<file path="config.mk">
export PLATFORM = sky130hd
export DESIGN_NAME = train_sequencer
export DESIGN_NICKNAME = d
export VERILOG_FILES = /design/src/rtl/train_seq_pkg.sv /design/src/rtl/run_counter.sv /design/src/rtl/train_sequencer.sv
export SDC_FILE = /design/constraint.sdc
export NUM_CORES = 1
export LEC_CHECK = 0
export BUFFER_PORTS_ARGS = -buffer_cell sky130_fd_sc_hd__buf_4
export CORE_MARGIN = 8
export CORE_UTILIZATION = 35
export DETAILED_ROUTE_END_ITERATION = 8
export SLEW_MARGIN = 25
export SYNTH_ARGS = -nofsm -noshare
export SYNTH_HDL_FRONTEND = slang
export SYNTH_SLANG_ARGS = --single-unit
</file>
<file path="constraint.sdc">
create_clock -name clk_clk -period 3.1 [get_ports clk_clk]
set_input_delay 0.155 -clock clk_clk [delete_from_list [all_inputs] [get_ports clk_clk]]
set_output_delay 0.155 -clock clk_clk [all_outputs]
set_load 0.05 [all_outputs]
</file>
<file path="src/rtl/train_seq_pkg.sv">
// Shared definitions for the training sequencer: default widths, the host
// command target encoding and the sequencer FSM state encoding.
package train_seq_pkg;

  localparam int unsigned DefaultDataW = 48;
  localparam int unsigned DefaultIdxW  = 32;
  localparam int unsigned DefaultCodeW = 12;

  // Host command destination, matches the encoding of cmd_target.
  typedef enum logic [1:0] {
    TgtWeight = 2'd0,
    TgtInput  = 2'd1,
    TgtLabel  = 2'd2,
    TgtCode   = 2'd3
  } target_e;

  typedef enum logic [2:0] {
    StIdle   = 3'd0,
    StLocRst = 3'd1,
    StRun    = 3'd2,
    StDrain  = 3'd3,
    StDone   = 3'd4
  } state_e;

endpackage

</file>
<file path="src/rtl/run_counter.sv">
// Run-length and use_z bookkeeping for the training sequencer.
//   clk, rst_n   : clock, asynchronous active-low reset
//   load         : load load_value into the down-counter (0 loads as 1)
//   dec          : decrement the down-counter (stops at 0)
//   z_clear      : clear the use_z counter
//   z_inc        : increment the use_z counter, saturating at all-ones
//   last         : down-counter currently holds 1 (final run cycle)
//   z_count      : current use_z counter value
module run_counter #(
  parameter int unsigned W = 32
) (
  input  logic         clk,
  input  logic         rst_n,
  input  logic         load,
  input  logic [W-1:0] load_value,
  input  logic         dec,
  input  logic         z_clear,
  input  logic         z_inc,
  output logic         last,
  output logic [W-1:0] z_count
);

  logic [W-1:0] remaining_q;
  logic [W-1:0] z_count_q;

  always_ff @(posedge clk or negedge rst_n) begin
    if (!rst_n) begin
      remaining_q <= '0;
    end else if (load) begin
      // A zero-length request still gets one enable cycle.
      remaining_q <= (load_value == '0) ? W'(1) : load_value;
    end else if (dec && (remaining_q != '0)) begin
      remaining_q <= remaining_q - W'(1);
    end
  end

  always_ff @(posedge clk or negedge rst_n) begin
    if (!rst_n) begin
      z_count_q <= '0;
    end else if (z_clear) begin
      z_count_q <= '0;
    end else if (z_inc && (z_count_q != '1)) begin
      z_count_q <= z_count_q + W'(1);
    end
  end

  assign last    = (remaining_q == W'(1));
  assign z_count = z_count_q;

endmodule

</file>
<file path="src/rtl/train_sequencer.sv">
// Host-facing sequencer in front of data_path. Serialises host loads into the
// weight/input/label/code storages over one registered write bus, and runs a
// training/inference pass of a programmed length on request.
//   clk_clk, reset_reset_n      : clock, asynchronous active-low reset
//   cmd_valid/ready/target/...  : host write command (accepted only in idle)
//   start, run_cycles, abort    : run control; use_z from the controller
//   wr_* and *_is_write         : shared storage write bus and one-hot strobes
//   code_write_line/data        : code storage write port
//   code_enable, controller_enable, locator_reset : datapath control
//   busy, done, aborted, use_z_count             : run status
module train_sequencer
  import train_seq_pkg::*;
#(
  parameter int unsigned DATA_W = DefaultDataW,
  parameter int unsigned IDX_W  = DefaultIdxW,
  parameter int unsigned CODE_W = DefaultCodeW
) (
  input  logic              clk_clk,
  input  logic              reset_reset_n,
  input  logic              cmd_valid,
  output logic              cmd_ready,
  input  logic [1:0]        cmd_target,
  input  logic [IDX_W-1:0]  cmd_layer,
  input  logic [IDX_W-1:0]  cmd_row,
  input  logic [DATA_W-1:0] cmd_data,
  input  logic              start,
  input  logic [IDX_W-1:0]  run_cycles,
  input  logic              abort,
  input  logic              use_z,
  output logic [IDX_W-1:0]  wr_layer_index,
  output logic [IDX_W-1:0]  wr_row_index,
  output logic [DATA_W-1:0] wr_data,
  output logic              weight_is_write,
  output logic              input_is_write,
  output logic              label_is_write,
  output logic              code_is_write,
  output logic [IDX_W-1:0]  code_write_line,
  output logic [CODE_W-1:0] code_write_data,
  output logic              code_enable,
  output logic              controller_enable,
  output logic              locator_reset,
  output logic              busy,
  output logic              done,
  output logic              aborted,
  output logic [IDX_W-1:0]  use_z_count
);

  state_e state_q;
  logic   cmd_accept;
  logic   run_last;

  // Start wins over a same-cycle command.
  assign cmd_ready  = (state_q == StIdle) && !start;
  assign cmd_accept = cmd_valid && cmd_ready;

  run_counter #(
    .W (IDX_W)
  ) u_run_counter (
    .clk        (clk_clk),
    .rst_n      (reset_reset_n),
    .load       ((state_q == StIdle) && start),
    .load_value (run_cycles),
    .dec        (state_q == StRun),
    .z_clear    (state_q == StLocRst),
    .z_inc      ((state_q == StRun) && use_z),
    .last       (run_last),
    .z_count    (use_z_count)
  );

  always_ff @(posedge clk_clk or negedge reset_reset_n) begin
    if (!reset_reset_n) begin
      state_q           <= StIdle;
      wr_layer_index    <= '0;
      wr_row_index      <= '0;
      wr_data           <= '0;
      weight_is_write   <= 1'b0;
      input_is_write    <= 1'b0;
      label_is_write    <= 1'b0;
      code_is_write     <= 1'b0;
      code_write_line   <= '0;
      code_write_data   <= '0;
      code_enable       <= 1'b0;
      controller_enable <= 1'b0;
      locator_reset     <= 1'b0;
      busy              <= 1'b0;
      done              <= 1'b0;
      aborted           <= 1'b0;
    end else begin
      // Single-cycle pulses default low.
      weight_is_write <= 1'b0;
      input_is_write  <= 1'b0;
      label_is_write  <= 1'b0;
      code_is_write   <= 1'b0;
      locator_reset   <= 1'b0;
      done            <= 1'b0;

      unique case (state_q)
        StIdle: begin
          code_enable <= 1'b0;
          if (start) begin
            state_q       <= StLocRst;
            busy          <= 1'b1;
            locator_reset <= 1'b1;
          end else if (cmd_accept) begin
            // The shared bus follows every command, including code writes.
            wr_layer_index <= cmd_layer;
            wr_row_index   <= cmd_row;
            wr_data        <= cmd_data;
            unique case (target_e'(cmd_target))
              TgtWeight: weight_is_write <= 1'b1;
              TgtInput:  input_is_write  <= 1'b1;
              TgtLabel:  label_is_write  <= 1'b1;
              TgtCode: begin
                code_is_write   <= 1'b1;
                code_enable     <= 1'b1;
                code_write_line <= cmd_row;
                code_write_data <= cmd_data[CODE_W-1:0];
              end
            endcase
          end
        end

        StLocRst: begin
          state_q           <= StRun;
          controller_enable <= 1'b1;
          code_enable       <= 1'b1;
          aborted           <= 1'b0;
        end

        StRun: begin
          if (run_last || abort) begin
            state_q           <= StDrain;
            controller_enable <= 1'b0;
            code_enable       <= 1'b0;
            aborted           <= abort;
          end
        end

        // Enables stay low for one cycle so the datapath pipeline settles.
        StDrain: begin
          state_q <= StDone;
          done    <= 1'b1;
        end

        StDone: begin
          state_q <= StIdle;
          busy    <= 1'b0;
        end

        default: begin
          state_q           <= StIdle;
          busy              <= 1'b0;
          controller_enable <= 1'b0;
          code_enable       <= 1'b0;
        end
      endcase
    end
  end

endmodule

</file>
After elaboration in Yosys (flattened, before gate mapping)
Cells that the tools add are included.

Flip-flop bits (word level): 233. Logic and storage cells: 94. Input bits: 152. Output and inout bits: 199.

Reduce and logical (&&, ||, !) cells: 25. Equal/unequal tests: 11. Bitwise logic cells: 4. Muxes and demuxes: 34. Add/subtract/negate cells: 2.

Operators by type and width (count): $mux W32 (5); $add A32 B1 Y32 const B (1); $eq A32 B1 Y1 const B (1); $logic_not A32 Y1 (1); $ne A32 B32 Y1 const B (1); $reduce_bool A32 Y1 (1); $sub A32 B1 Y32 const B (1); $mux W1 (22); $pmux W3 S4 (1); $reduce_and A2 Y1 (5); $eq A3 B2 Y1 const B (2); $logic_and A1 B1 Y1 (6); $mux W3 (2); $reduce_bool A2 Y1 (3); $reduce_or A3 Y1 (2); $eq A2 B2 Y1 const B (2); $ne A2 B2 Y1 const B (2); $not A1 Y1 (4); $pmux W1 S2 (2); $pmux W1 S4 (1); $reduce_and A4 Y1 (1); $eq A3 B1 Y1 const B (1); $eq A3 B3 Y1 const B (1); $logic_not A3 Y1 (1); other kinds (7) (7).

Depth between registers and ports, before layout
Depth after elaboration: 6. Gate-level depth with buffers: 10. Mapped depth without buffers: 7.

Modules after synthesis
From an unflattened synthesis, not the netlist that was laid out.

Cells, all modules: 850. Area total of the unflattened synthesis: 10665.2 sq um.

By module, submodules not included: train_sequencer (cells an instance 375, sequential area each 4229.1 sq um, area each 6508.7 sq um, instances 1); run_counter (cells an instance 475, sequential area each 1601.5 sq um, area each 4156.5 sq um, instances 1).

Worst setup path before layout
No wires, ideal clock.

Kind: register -> register. From: reg state_q[0]. To: reg code_write_data[10]. Required time: 3.034 ns. Setup slack: -0.510 ns. Path buffers: 3. Stages on the path, launching flop included: 10. Clock period less this slack: 3.610 ns. Setup time: 0.066 ns. Data arrival time: 3.544 ns. Path through: dfrtp_1 clkbuf_1 nor4_1 and2_1 clkbuf_1 nand4_1 inv_2 buf_1 nand2_1 nand2_1.

Word-level cells in the longest chain between the ends: 4.

RTL lines: from (decl) (RTL line train_sequencer.sv:48) `state_e state_q;`; from (signal assigned) (RTL line train_sequencer.sv:72) `state_q <= StIdle;`; from (signal assigned) (RTL line train_sequencer.sv:101) `state_q <= StLocRst;`; from (signal assigned) (RTL line train_sequencer.sv:124) `state_q <= StRun;`; $logic_not A3 Y1 (RTL line train_sequencer.sv:53) `assign cmd_ready = (state_q == StIdle) && !start;`; $logic_and A1 B1 Y1 (RTL line train_sequencer.sv:53); via cmd_ready (RTL line train_sequencer.sv:21) `output logic cmd_ready,`; $logic_and A1 B1 Y1 (RTL line train_sequencer.sv:54) `assign cmd_accept = cmd_valid && cmd_ready;`; $reduce_and A4 Y1 (no source line); to (signal assigned) (RTL line train_sequencer.sv:117) `code_write_data <= cmd_data[CODE_W-1:0];`; to (decl) (RTL line train_sequencer.sv:38) `output logic [CODE_W-1:0] code_write_data,`.

The timed path passes the listed nets, and every way through them passes these cells. A chain may end at the register's enable or synchronous reset.

Worst setup path in the final report
From: reg u_run_counter.remaining_q[0]. To: reg u_run_counter.remaining_q[7].

Word-level cells in the longest chain between the ends: 3. Elaborated cells on any way between the ends: 6. Those cells by class: add/sub (1); mux (2); reduce/logical (3).

RTL lines: from (decl) (RTL line run_counter.sv:23) `logic [W-1:0] remaining_q;`; from (signal assigned) (RTL line run_counter.sv:31) `remaining_q <= (load_value == '0) ? W'(1) : load_value;`; from (signal assigned) (RTL line run_counter.sv:33) `remaining_q <= remaining_q - W'(1);`; $sub A32 B1 Y32 or $reduce_bool A32 Y1 (tied branches) (RTL line run_counter.sv:33, run_counter.sv:32); $mux W32 or $logic_and A1 B1 Y1 (tied branches) (RTL line run_counter.sv:32) `end else if (dec && (remaining_q != '0)) begin`; $mux W32 or $reduce_bool A2 Y1 (tied branches).

Parallel ways exist; a longest one is shown, timed or not. The select of a mux whose other input is x is not followed.

==> flow_summary.ini <==
[hold_path]
worstHoldPathType = input port to flip-flop

[clocking]
cts-buffers-inserted = 27
clk_path_buf_depth = 3
insertion_delay_ps = 530
path_clk_slew_ps = 60
cts_resized = 0
cts.sinks = 233
cts_tree = built
htreeDepth = 1
cts_hold_buf = 147
postCtsSetupBuffers = 0
clockRootBuffer = clkbuf_16

[synthesis]
yosysWarnings = 0
synth_top_area_share_pct = 56.88
yosys-top-cells-count = 524 x nand2_1, 233 x dfrtp_1, 54 x clkbuf_1, 32 x o21ai_0
ys_ff_latch = 233
yosysTopAreaCell = dfrtp_1
synth_cell_types = 55
postSynthCellCount = 1170
yosysMostFrequentCell = nand2_1
synth_edf_count = 0
ys_top_cells_by_area = dfrtp_1 57%, nand2_1 19%, or4_1 2.2%, clkbuf_1 2.0%, o21ai_0 1.6%
async_flop_share_pct = 100.0
syn_nets = 1325
synth_seq_area_share_pct = 56.88
ys.flop_type = dfrtp_1
syn_area_per_cell_sq_um = 8.761
syn-cell-area_sq_um = 10250

[sta]
slew_headroom_pct = 49.13
fin_ws_ps = 375.5
tns_ps = 0
fin_crit_sh_pct = 87.89
setup_viol = 0
fin_worst_skew_ps = 13.62
finalMaxSlewViolations = 0
min_period_ps = 2724
hold_viol = 0
grt_setup_unrepaired = no
fmax_mhz = 367.0
worst_pin_slew_ps = 763.1

[die]
rows = 62
ioPinCount = 351
core_sq_um = 28780
die_y_um = 187.1
die_area_sq_um = 35020
initial_core_util_pct = 35.61
fp.dieW_um = 187.1

[setup_path]
cpMaxStageDelayCell = or3b_2
required_ps = 3480
arrival_ps = 3110
path_max_fanout = 10
max_stage_delay_ps = 550
path_class = flip-flop to flip-flop
startpoint_type = flip-flop
path_cells = inv_1 > ha_1 > or3b_2 > nor4_2 > nand3_1 > nand2_1 > o211ai_1
crit_path_end_kind = flip-flop

[status]
status = completed

[place]
port_buffers = 350
place_hpwl_um = 25020
pre_cts_ws_ps = 411.0
finalWeightedCongestion = 0.8085
dp.cells = 1859

[route]
drt-vias-per-instance = 5.001
drt_iter0_drc = 574
wl_per_cell_um = 17.83
routed_wl_um = 36620
ant_nets = 0
drc = 0
drt_first_pass_iters = 5
via_count = 10270

[global_routing]
grt_pass1_vias = 10510
track_usage_pct = 20.29
grt_pass1_wl_um = 58460
antenna_found_initial = 0
grt_max_degree = 114
overflow = 0

[run]
drv_cap = 0

[cells_and_area]
antenna_cells = 0
final_util_pct = 54.63
syn_to_final_growth_pct = 53.39
drive_above_1_share_pct = 25.39
nets = 1806
fin_cells = 2054

[power_and_ir_drop]
vdd_drop_max_mv = 0.7254
p_leak_nw = 7.871
power.density_nw_per_um2 = 1052
cell type report:
| cell class | count | area [sq um] |
|---|---|---|
| timing repair buffer | 517 | 4319 |
| clock buffer | 38 | 777.0 |
| tap | 384 | 480.5 |
| multi-input combinational | 862 | 4146 |
| clock inverter | 10 | 131.4 |
| fill | 2541 | 13060 |
| inverter | 10 | 37.54 |
| sequential | 233 | 5831 |
layer usage:
metal | share of wire [%] | wire, um | vias to the layer above | track usage, %
met5 | 0 | 0 | - | 0
met4 | 5.0 | 1832 | 0 | 9.010
met3 | 6.6 | 2405 | 89 | 5.071
met2 | 47 | 17330 | 365 | 33.64
met1 | 41 | 15050 | 4901 | 24.66
li1 | - | - | 4918 | -
worst max-delay path: cells and delay by family (launching register included):
family | cells | cell delay, ps
AND/OR/NAND/NOR | 4 | 1730
flip-flops | 1 | 430
adder cells (fa/ha/maj) | 1 | 180
AO/OA/AOI/OAI | 1 | 150
buffers and inverters | 1 | 90
cell families (layout without fill, tap and decap cells):
| logic type | after synthesis | in the layout | synth area share [%] |
|---|---|---|---|
| buffers and inverters | 75 | 575 | 2.869 |
| multiplexers | 3 | 3 | 0.2930 |
| flip-flops | 233 | 233 | 56.88 |
| AND/OR/NAND/NOR | 727 | 727 | 31.42 |
| XOR/XNOR | 1 | 1 | 0.08546 |
| AO/OA/AOI/OAI | 128 | 128 | 8.081 |
| adder cells (fa/ha/maj) | 3 | 3 | 0.3662 |
path summary, 6_finish.rpt:
check	startpoint	endpoint	slack, ps	cells after the start
worst max-delay path	u_run_counter.remaining_q[0]	u_run_counter.remaining_q[7]	380	7
worst min-delay path	run_cycles[0]	u_run_counter.remaining_q[0]	30	3
worst max register to register	u_run_counter.remaining_q[0]	u_run_counter.remaining_q[7]	380	7
worst min register to register	code_write_data[4]	code_write_data[4]	470	2
max in group asynchronous	reset_reset_n	wr_layer_index[20]	1990	3
min in group asynchronous	reset_reset_n	wr_row_index[23]	180	2
where the power goes:
group / switching [mW] / total (mW) / internal [mW] / leakage (nW)
sequential: 0.850 / 5.11 / 4.26 / 2.98
combinational: 5.81 / 8.19 / 2.37 / 4.44
clock: 1.26 / 3.25 / 1.99 / 0.448
sequential cells by signal, summed over array words and instances, names as in the netlist, 3 cells and up:
name,flops
code_write_line,32
state_q,3
wr_row_index,32
u_run_counter.z_count,32
wr_layer_index,32
wr_data,48
code_write_data,12
u_run_counter.remaining_q,32
cell usage in the layout, fill, tap and decap left out, drive strengths merged, types with 4 or more instances in the layout:
cell           n
nand4         18
nand2        524
clkbuf        38
clkinv         6
a31oi         14
o31ai         14
and2           8
and3           7
nor3          13
a211oi         6
dfrtp        233
nor4b          4
nand2b         4
o21ai         32
a21oi         26
o311ai        10
or3           24
nor2          30
or4           31
and4           6
nand3         25
o211ai        10
nor4          17
buf          370
inv           10
dlygate4sd3  147
through the flow:
step / total power [mW] / area (sq um) / hold slack, ps
3_3_place_gp: 13.11 / 13340 / 157.8
5_1_grt: 17.44 / 15720 / 26.83
4_1_cts: 16.70 / 15720 / 1.894
3_5_place_dp: 13.21 / 13340 / 154.0
6_report: 16.55 / 15720 / 27.11
2_1_floorplan: 10.33 / 10260 / -140.6
Note: power is estimated with default switching activity, not from simulation.
